<file path="src/rtl/prio_enc_stream_pkg.sv">
// Shared types and helpers for the streaming priority encoder.
// Vectors up to MAX_W bits are supported by the popcount helper.
package enc_pkg;

  localparam int unsigned MAX_W = 256;

  typedef enum logic {
    IDLE = 1'b0,
    EMIT = 1'b1
  } enc_state_t;

  // True when at most one bit is set: clearing the lowest set bit leaves zero.
  function automatic logic popcount_le1(input logic [MAX_W-1:0] vec);
    return (vec == '0) || ((vec & (vec - MAX_W'(1))) == '0);
  endfunction

endpackage

</file>
<file path="src/rtl/prio_enc_stream_if.sv">
// Request/response bundle for prio_enc_stream: vector in, index beats out.
interface prio_enc_stream_if #(
  parameter int WIDTH = 8
);
  localparam int IDX_W = $clog2(WIDTH);

  logic             in_valid;
  logic             in_ready;
  logic [WIDTH-1:0] in_vec;
  logic             out_valid;
  logic             out_ready;
  logic [IDX_W-1:0] out_idx;
  logic             out_last;
  logic             out_none;

  modport slave (
    input  in_valid, in_vec, out_ready,
    output in_ready, out_valid, out_idx, out_last, out_none
  );

  modport master (
    output in_valid, in_vec, out_ready,
    input  in_ready, out_valid, out_idx, out_last, out_none
  );

endinterface

</file>
<file path="src/rtl/prio_enc_stream_prio_enc.sv">
// Combinational priority encoder: index of the lowest (or highest) set bit.
module prio_enc #(
  parameter  int WIDTH     = 8,
  parameter  bit MSB_FIRST = 1'b0,
  localparam int IDX_W     = $clog2(WIDTH)
) (
  input  logic [WIDTH-1:0] vec_i,
  output logic [IDX_W-1:0] idx_o,
  output logic             any_o
);

  always_comb begin
    idx_o = '0;
    any_o = |vec_i;
    // Later matches overwrite earlier ones, so scan direction sets priority.
    if (MSB_FIRST) begin
      for (int unsigned i = 0; i < WIDTH; i++) begin
        if (vec_i[i]) idx_o = IDX_W'(i);
      end
    end else begin
      for (int unsigned i = WIDTH; i > 0; i--) begin
        if (vec_i[i-1]) idx_o = IDX_W'(i - 1);
      end
    end
  end

endmodule

</file>
<file path="src/rtl/prio_enc_stream.sv">
// Accepts a multi-hot request vector and streams out the index of every set
// bit, one per beat; all outputs decode from registered state only.
module prio_enc_stream
  import enc_pkg::*;
#(
  parameter  int WIDTH     = 8,
  parameter  bit MSB_FIRST = 1'b0,
  localparam int IDX_W     = $clog2(WIDTH)
) (
  input  logic               clk,
  input  logic               rst_n,
  prio_enc_stream_if.slave   bus
);

  if (WIDTH < 2 || WIDTH > int'(MAX_W)) begin : g_width_chk
    $error("prio_enc_stream: WIDTH out of supported range");
  end

  enc_state_t       state_q, state_d;
  logic [WIDTH-1:0] pending_q, pending_d;
  logic             none_q, none_d;

  logic [IDX_W-1:0] enc_idx;
  logic             enc_any;
  logic             last;

  prio_enc #(
    .WIDTH     (WIDTH),
    .MSB_FIRST (MSB_FIRST)
  ) u_prio_enc (
    .vec_i (pending_q),
    .idx_o (enc_idx),
    .any_o (enc_any)
  );

  assign last = popcount_le1(MAX_W'(pending_q));

  always_ff @(posedge clk or negedge rst_n) begin
    if (!rst_n) begin
      state_q   <= IDLE;
      pending_q <= '0;
      none_q    <= 1'b0;
    end else begin
      state_q   <= state_d;
      pending_q <= pending_d;
      none_q    <= none_d;
    end
  end

  always_comb begin
    state_d       = state_q;
    pending_d     = pending_q;
    none_d        = none_q;
    bus.in_ready  = 1'b0;
    bus.out_valid = 1'b0;
    bus.out_idx   = '0;
    bus.out_last  = 1'b0;
    bus.out_none  = 1'b0;

    unique case (state_q)
      IDLE: begin
        bus.in_ready = 1'b1;
        if (bus.in_valid) begin
          pending_d = bus.in_vec;
          none_d    = (bus.in_vec == '0);
          state_d   = EMIT;
        end
      end
      EMIT: begin
        bus.out_valid = 1'b1;
        bus.out_idx   = enc_any ? enc_idx : '0;
        bus.out_last  = last;
        bus.out_none  = none_q;
        if (bus.out_ready) begin
          // An all-zero vector clears bit 0 of an empty map: a harmless no-op.
          pending_d = pending_q & ~(WIDTH'(1) << enc_idx);
          if (last) state_d = IDLE;
        end
      end
      default: state_d = IDLE;
    endcase
  end

  a_idx_range: assert property (
    @(posedge clk) disable iff (!rst_n)
      bus.out_valid |-> (int'(bus.out_idx) < WIDTH)
  );

  a_stall_stable: assert property (
    @(posedge clk) disable iff (!rst_n)
      (bus.out_valid && !bus.out_ready) |=>
        (bus.out_valid && $stable(bus.out_idx) && $stable(bus.out_last) &&
         $stable(bus.out_none))
  );

endmodule
</file>
<file path="src/flat_wrapper.sv">
// flat-port wrapper written by rule: the top's interface ports become plain ports
module prio_enc_stream_flat import enc_pkg::*;
#(
  parameter  int WIDTH     = 8,
  parameter  bit MSB_FIRST = 1'b0,
  localparam int IDX_W     = $clog2(WIDTH)
)
  (clk, rst_n, bus_in_valid, bus_in_vec, bus_out_ready, bus_in_ready, bus_out_valid, bus_out_idx, bus_out_last, bus_out_none);
  prio_enc_stream_if #(.WIDTH(WIDTH)) bus_i ();
  input  logic clk;
  input  logic rst_n;
  input wire logic [$bits(bus_i.in_valid)-1:0] bus_in_valid;
  input wire logic [$bits(bus_i.in_vec)-1:0] bus_in_vec;
  input wire logic [$bits(bus_i.out_ready)-1:0] bus_out_ready;
  output wire logic [$bits(bus_i.in_ready)-1:0] bus_in_ready;
  output wire logic [$bits(bus_i.out_valid)-1:0] bus_out_valid;
  output wire logic [$bits(bus_i.out_idx)-1:0] bus_out_idx;
  output wire logic [$bits(bus_i.out_last)-1:0] bus_out_last;
  output wire logic [$bits(bus_i.out_none)-1:0] bus_out_none;
  assign bus_i.in_valid = bus_in_valid;
  assign bus_i.in_vec = bus_in_vec;
  assign bus_i.out_ready = bus_out_ready;
  assign bus_in_ready = bus_i.in_ready;
  assign bus_out_valid = bus_i.out_valid;
  assign bus_out_idx = bus_i.out_idx;
  assign bus_out_last = bus_i.out_last;
  assign bus_out_none = bus_i.out_none;
  prio_enc_stream #(.WIDTH(WIDTH), .MSB_FIRST(MSB_FIRST)) u_core (.clk(clk), .rst_n(rst_n), .bus(bus_i));
endmodule
</file>
<file path="config.mk">
export PLATFORM = sky130hd
export DESIGN_NAME = prio_enc_stream_flat
export DESIGN_NICKNAME = d
export VERILOG_FILES = /design/src/rtl/prio_enc_stream_pkg.sv /design/src/rtl/prio_enc_stream_if.sv /design/src/rtl/prio_enc_stream_prio_enc.sv /design/src/rtl/prio_enc_stream.sv /design/src/flat_wrapper.sv
export SDC_FILE = /design/constraint.sdc
export NUM_CORES = 1
export LEC_CHECK = 0
export CAP_MARGIN = 20
export CORE_MARGIN = 2
export CORE_UTILIZATION = 41
export DETAILED_ROUTE_END_ITERATION = 10
export PLACE_DENSITY = 0.7
export SLEW_MARGIN = 0
export SYNTH_ARGS = -nofsm -noshare
export SYNTH_HDL_FRONTEND = slang
export SYNTH_SLANG_ARGS = --single-unit
</file>
<file path="constraint.sdc">
create_clock -name clk -period 1.7 [get_ports clk]
set_clock_uncertainty 0.1 [all_clocks]
set_input_delay 0.17 -clock clk [delete_from_list [all_inputs] [get_ports clk]]
set_output_delay 0.17 -clock clk [all_outputs]
set_load 0.02 [all_outputs]
</file>
---- Word-level counts from Yosys, hierarchy flattened ----
Index checks and enable logic that the tools add are counted.
operators by class
  add/sub/neg operators ................... 1
  $mul .................................... 0
  div/mod/pow operators ................... 0
  $lt $le $gt $ge ......................... 0
  equality and inequality tests ........... 2
  shifts and indexed selects .............. 1
  multiplexer cells ....................... 21
  bitwise logic cells ..................... 4
  reductions and logical operators ........ 7
operator list
  operator                                                            number
  8-bit by 256-bit AND with 256-bit output                            1
  256-bit logical NOT                                                 1
  3-bit 2-to-1 mux                                                    10
  8-bit logical NOT                                                   2
  8-bit 2-to-1 mux                                                    2
  8-bit one-hot mux with 2 select lines                               1
  8-bit by 1-bit subtractor with 9-bit output, second input constant  1
  8-bit AND                                                           1
  8-bit inverter                                                      1
  8-bit OR reduction                                                  1
  1-bit by 3-bit << shifter with 8-bit output, first input constant   1
  1-bit 2-to-1 mux                                                    7
  2-bit != test, second input constant                                2
  2-bit AND reduction                                                 2
  1-bit one-hot mux with 2 select lines                               1
  1-bit logical OR                                                    1
  1-bit inverter                                                      1
storage, ports and cells
  register bits after elaboration ......... 10
  bits in latches ......................... 0
  RAM bits ................................ 0
  memory bits (read-only) ................. 0
  logic and storage cells ................. 39
  memories kept ........................... 0

---- Longest topological paths before layout ----
  depth after elaboration ................. 13
  mapped depth ............................ 5
  mapped depth without buffers ............ 4

---- Cells and area by module ----
Synthesis repeated with hierarchy kept, for this count alone.
unflattened totals
  cells, all modules ...................... 76
  area, all modules ....................... 628.1 µm²
modules (own cells, without submodules)
  module           times used  cells each  area each (µm²)
  prio_enc_stream  1           63          546.8
  prio_enc         1           13          81.3

---- Least setup slack after synthesis ----
No wires, ideal clock.
  path kind ............................... reg2out
  start ................................... register u_core.pending_q[0]
  end ..................................... output bus_out_last
  data arrival time ....................... 1,629 ps
  data required time ...................... 1,430 ps
  path slack .............................. -199 ps
  stages on the path, launching flop included .. 4
  cell sequence ........................... dfrtp_1 -> or4_4 -> o31ai_1 -> nor3b_2
on the way
  cells in the longest elaborated chain, start to end .. 5
RTL lines
  what                                         line                       source
  start, declared                              prio_enc_stream.sv:20      logic [WIDTH-1:0] pending_q, pending_d;
  start signal, assigned                       prio_enc_stream.sv:45      pending_q <= pending_d;
  8-bit by 1-bit subtractor with 9-bit output  prio_enc_stream_pkg.sv:14  return (vec == '0) || ((vec & (vec - MAX_W'(1))) == '0);
  8-bit by 256-bit AND with 256-bit output     prio_enc_stream_pkg.sv:14
  256-bit logical NOT                          prio_enc_stream_pkg.sv:14
  1-bit logical OR *                           prio_enc_stream_pkg.sv:14
  1-bit 2-to-1 mux *                           prio_enc_stream.sv:60      unique case (state_q)
  end, declared                                flat_wrapper.sv:18         output wire logic [$bits(bus_i.out_last)-1:0] bus_out_last;
Every way passes the cells marked *; elsewhere a longest branch is shown, timed or not.

---- Worst setup path after layout ----
Ends and elaborated chain as after synthesis.

==> flow_summary_export.csv <==
group,metric,value,unit
cells_and_area,n_antenna_cell,0,
power,vdd.ir_drop.worst,1.45,mV
power,clkPwrFrac,0.083,
cells_and_area,final_nets,138,
worst_setup_path,cp-start-kind,"register",
global_route,grt_pass1_vias,837,
yosys,yosys.area.top_type,"dfrtp_1",
yosys,ys_seq_area_frac,0.363,
global_route,grt_pass1_wl,3.71,mm
worst_setup_path,r2r_cells,5,
yosys,postSynthCellCount,80,
drt,wl_per_cell,17.8,um
clock_tree,cts_tree,"built",
yosys,yosys_most_used_dff,"dfrtp_1",
floorplan,start_util,0.447,
clock_tree,insertion_delay,0.28,ns
yosys,synth_top_area_frac,0.363,
drt,ant_nets,0,
worst_setup_path,worst_setup_path_end_kind,"primary output",
timing,tightest_slew,0.479,ns
power,combPwrFrac,0.774,
cells_and_area,area_growth,82.2,%
cells_and_area,fill_cells,100,
power,seqPwrFrac,0.143,
outcome,violations,"negative setup slack",
clock_tree,cts.clk_slew.worst_paths,0.08,ns
yosys,synthTopCellsByArea,"dfrtp_1 (36%), a21oi_1 (5.1%), o21ai_0 (4.4%), nor4_1 (3.6%), a211oi_1 (3.3%)",
cells_and_area,multiInputGateArea,520,um2
placement,port_buffers,18,
clock_tree,numCtsBuffers,3,
yosys,syn_area,689,um2
global_route,grt_start_max_net_pins,13,
power,p_int,1.56,mW
worst_setup_path,r2r_end,"u_core.pending_q[7]",
timing,max_freq,477,MHz
drt,wl_met1,1.05,mm
yosys,synth_common_cells,"dfrtp_1 (10), a21oi_1 (7), nand2_1 (6), o21ai_0 (6)",
yosys,synthesis.nets,92,
timing,setup_viol,6,
yosys,ys_ff_latch,10,
drt,drc,0,
floorplan,design.core.area,1540,um2
global_route,grt_usage,0.260,
drt,drt-pass1-iter-count,4,
timing,finalHoldViolations,0,
drt,vias,847,
drt,drt-initial-drc-count,29,
global_route,gr-total-overflow,0,
power,p_per_area,2190,nW/um2
global_route,grt_antenna_before_repair,0,
timing,fin_ws,-0.397,ns
floorplan,die_x,45.0,um
worst_setup_path,rrSetupSlack,-0.20,ns
power,switching_share,0.433,
placement,gp_congestion,0.901,
outcome,status,"finished with violations",
yosys,yosysWarnings,0,
clock_tree,cts_buffer_depth,2,
floorplan,die_h,45.0,um
power,leakage,0.559,nW
worst_setup_path,timing.rr.start,"u_core.pending_q[0]",
timing,layout_min_cycle_time,2.10,ns
timing,finalCritPeriodShare,1.23,
clock_tree,h-tree-depth,1,
cells_and_area,regArea,250,um2
clock_tree,clock_sinks,10,
placement,placed_area,1080,um2
cells_and_area,drive_above_1_share,0.424,
drt,finalWirelength,2.51,mm
worst_setup_path,crit_start,"u_core.pending_q[0]",
yosys,synth-edff-count,0,
floorplan,die_area,2030,um2
floorplan,ios,19,
power,p_switching,1.19,mW
floorplan,fp-row-count,14,
yosys,avgSynthCellArea,8.62,um2
worst_setup_path,worstPathArrival,1.83,ns
drt,wl_met3,159,um
yosys,synthArstFlopShare,1.00,
clock_tree,cts_root_buffer,"clkbuf_4",
timing,slew_headroom,0.680,
placement,dp_hpwl,1.66,mm
worst_setup_path,required,1.43,ns
timing,slew_viol_final,0,
drt,wl_met2,1.23,mm
drt,routed.top_layer,"met4",
worst_setup_path,worst-setup-path-type,"register to primary output",
yosys,synth.most_common_cell,"dfrtp_1",
power,total_power,2.76,mW
clock_tree,cts-hold-fix-buffers,0,
job,drv_cap,0,
timing,whs,0.112,ns
worst_hold_path,min_path_type,"primary input to asynchronous set/reset pin",
cells_and_area,fin_area,1260,um2
timing,rsz0062_at_grt,"true",
worst_setup_path,critical_path_peak_fanout,2,
yosys,synth.distinct_cells,36,
drt,vias_per_cell,6.01,
-- stage by stage --
stage / setup WS, ns / std cells / setup TNS, ns / util
3_3_place_gp: -0.512 / 135 / -1.96 / 0.703
4_1_cts: -0.376 / 140 / -1.26 / 0.758
6_report: -0.397 / 141 / -1.32 / 0.815
2_1_floorplan: -0.126 / 80 / -0.323 / -
5_1_grt: -0.460 / 141 / -1.77 / 0.815
3_5_place_dp: -0.548 / 135 / -2.13 / 0.703
-- cell families (layout without fill, tap and decap cells) --
| group | Yosys count | in the layout | share of synthesized area |
|---|---|---|---|
| AO/OA/AOI/OAI | 30 | 30 | 0.296 |
| buffers and inverters | 11 | 56 | 0.0799 |
| flip-flops | 10 | 10 | 0.363 |
| adder cells (fa/ha/maj) | 1 | 1 | 0.0145 |
| multiplexers | 2 | 2 | 0.0290 |
| AND/OR/NAND/NOR | 26 | 26 | 0.218 |
-- what timing repair did --
| action | in CTS | in global routing |
|---|---|---|
| endpoints found under the setup margin | 11 | 11 |
| pin swaps | 1 | 3 |
| gates resized for setup | 31 | 17 |
| buffers inserted | 1 | 1 |
-- final cells by class --
type	instances	area share
Multi-Input combinational cell	59	0.414
Timing Repair Buffer	46	0.324
Sequential cell	10	0.199
Clock buffer	4	0.0289
Inverter	6	0.0179
Tap cell	16	0.0159
-- power groups by stage --
stage                     Combinational, mW  Clock [mW]  Sequential, mW
final                                  2.13       0.228           0.394
after global routing                   2.27       0.244           0.404
after CTS                              1.83       0.225           0.378
after detailed placement               1.70           0           0.379
after global placement                 1.67           0           0.377
after floorplan                       0.906           0           0.411
-- state kept, by name (all words and copies together), names as in the netlist --
register and flops:
u_core.pending_q 8, u_core.none_q 1, u_core.state_q 1
-- layout by cell type, fill, tap and decap left out, types with 2 or more instances in the layout --
cell             netlist  final
a211oi_1               3      2
a21oi_1                7      7
buf_4                  1     25
buf_6                  1      7
clkbuf_4               0      3
clkdlybuf4s50_1        0     11
dfrtp_1               10     10
dlygate4sd2_1          0      2
inv_1                  5      5
mux2i_1                2      2
nand2_1                6      6
nor2_1                 5      5
nor2b_1                2      2
nor3b_4                0      2
nor4_1                 4      2
nor4_4                 0      3
o21ai_0                6      4
o21ai_1                2      3
-- per-layer routing --
layer | up-vias | global-route usage
li1 | 392 | -
met1 | 405 | 0.346
met2 | 40 | 0.409
met3 | 10 | 0.0520
met4 | 0 | 0.112
met5 | - | 0
-- worst max-delay path, cell delays in order (launching register included) --
cell and delay, ns:
dfrtp_1 0.38, or4_4 0.56, o31ai_4 0.25, nor3b_4 0.22
buf_6 0.14
-- worst max-delay path by stage --
stage | to | slack, ns | depth (start not counted)
final | bus_out_last | -0.40 | 4
after global routing | bus_out_last | -0.46 | 4
after CTS | bus_out_last | -0.38 | 4
after detailed placement | bus_out_last | -0.55 | 6
after global placement | bus_out_last | -0.51 | 4
after floorplan | bus_out_last | -0.13 | 3
Note: power is estimated with default switching activity, not from simulation.
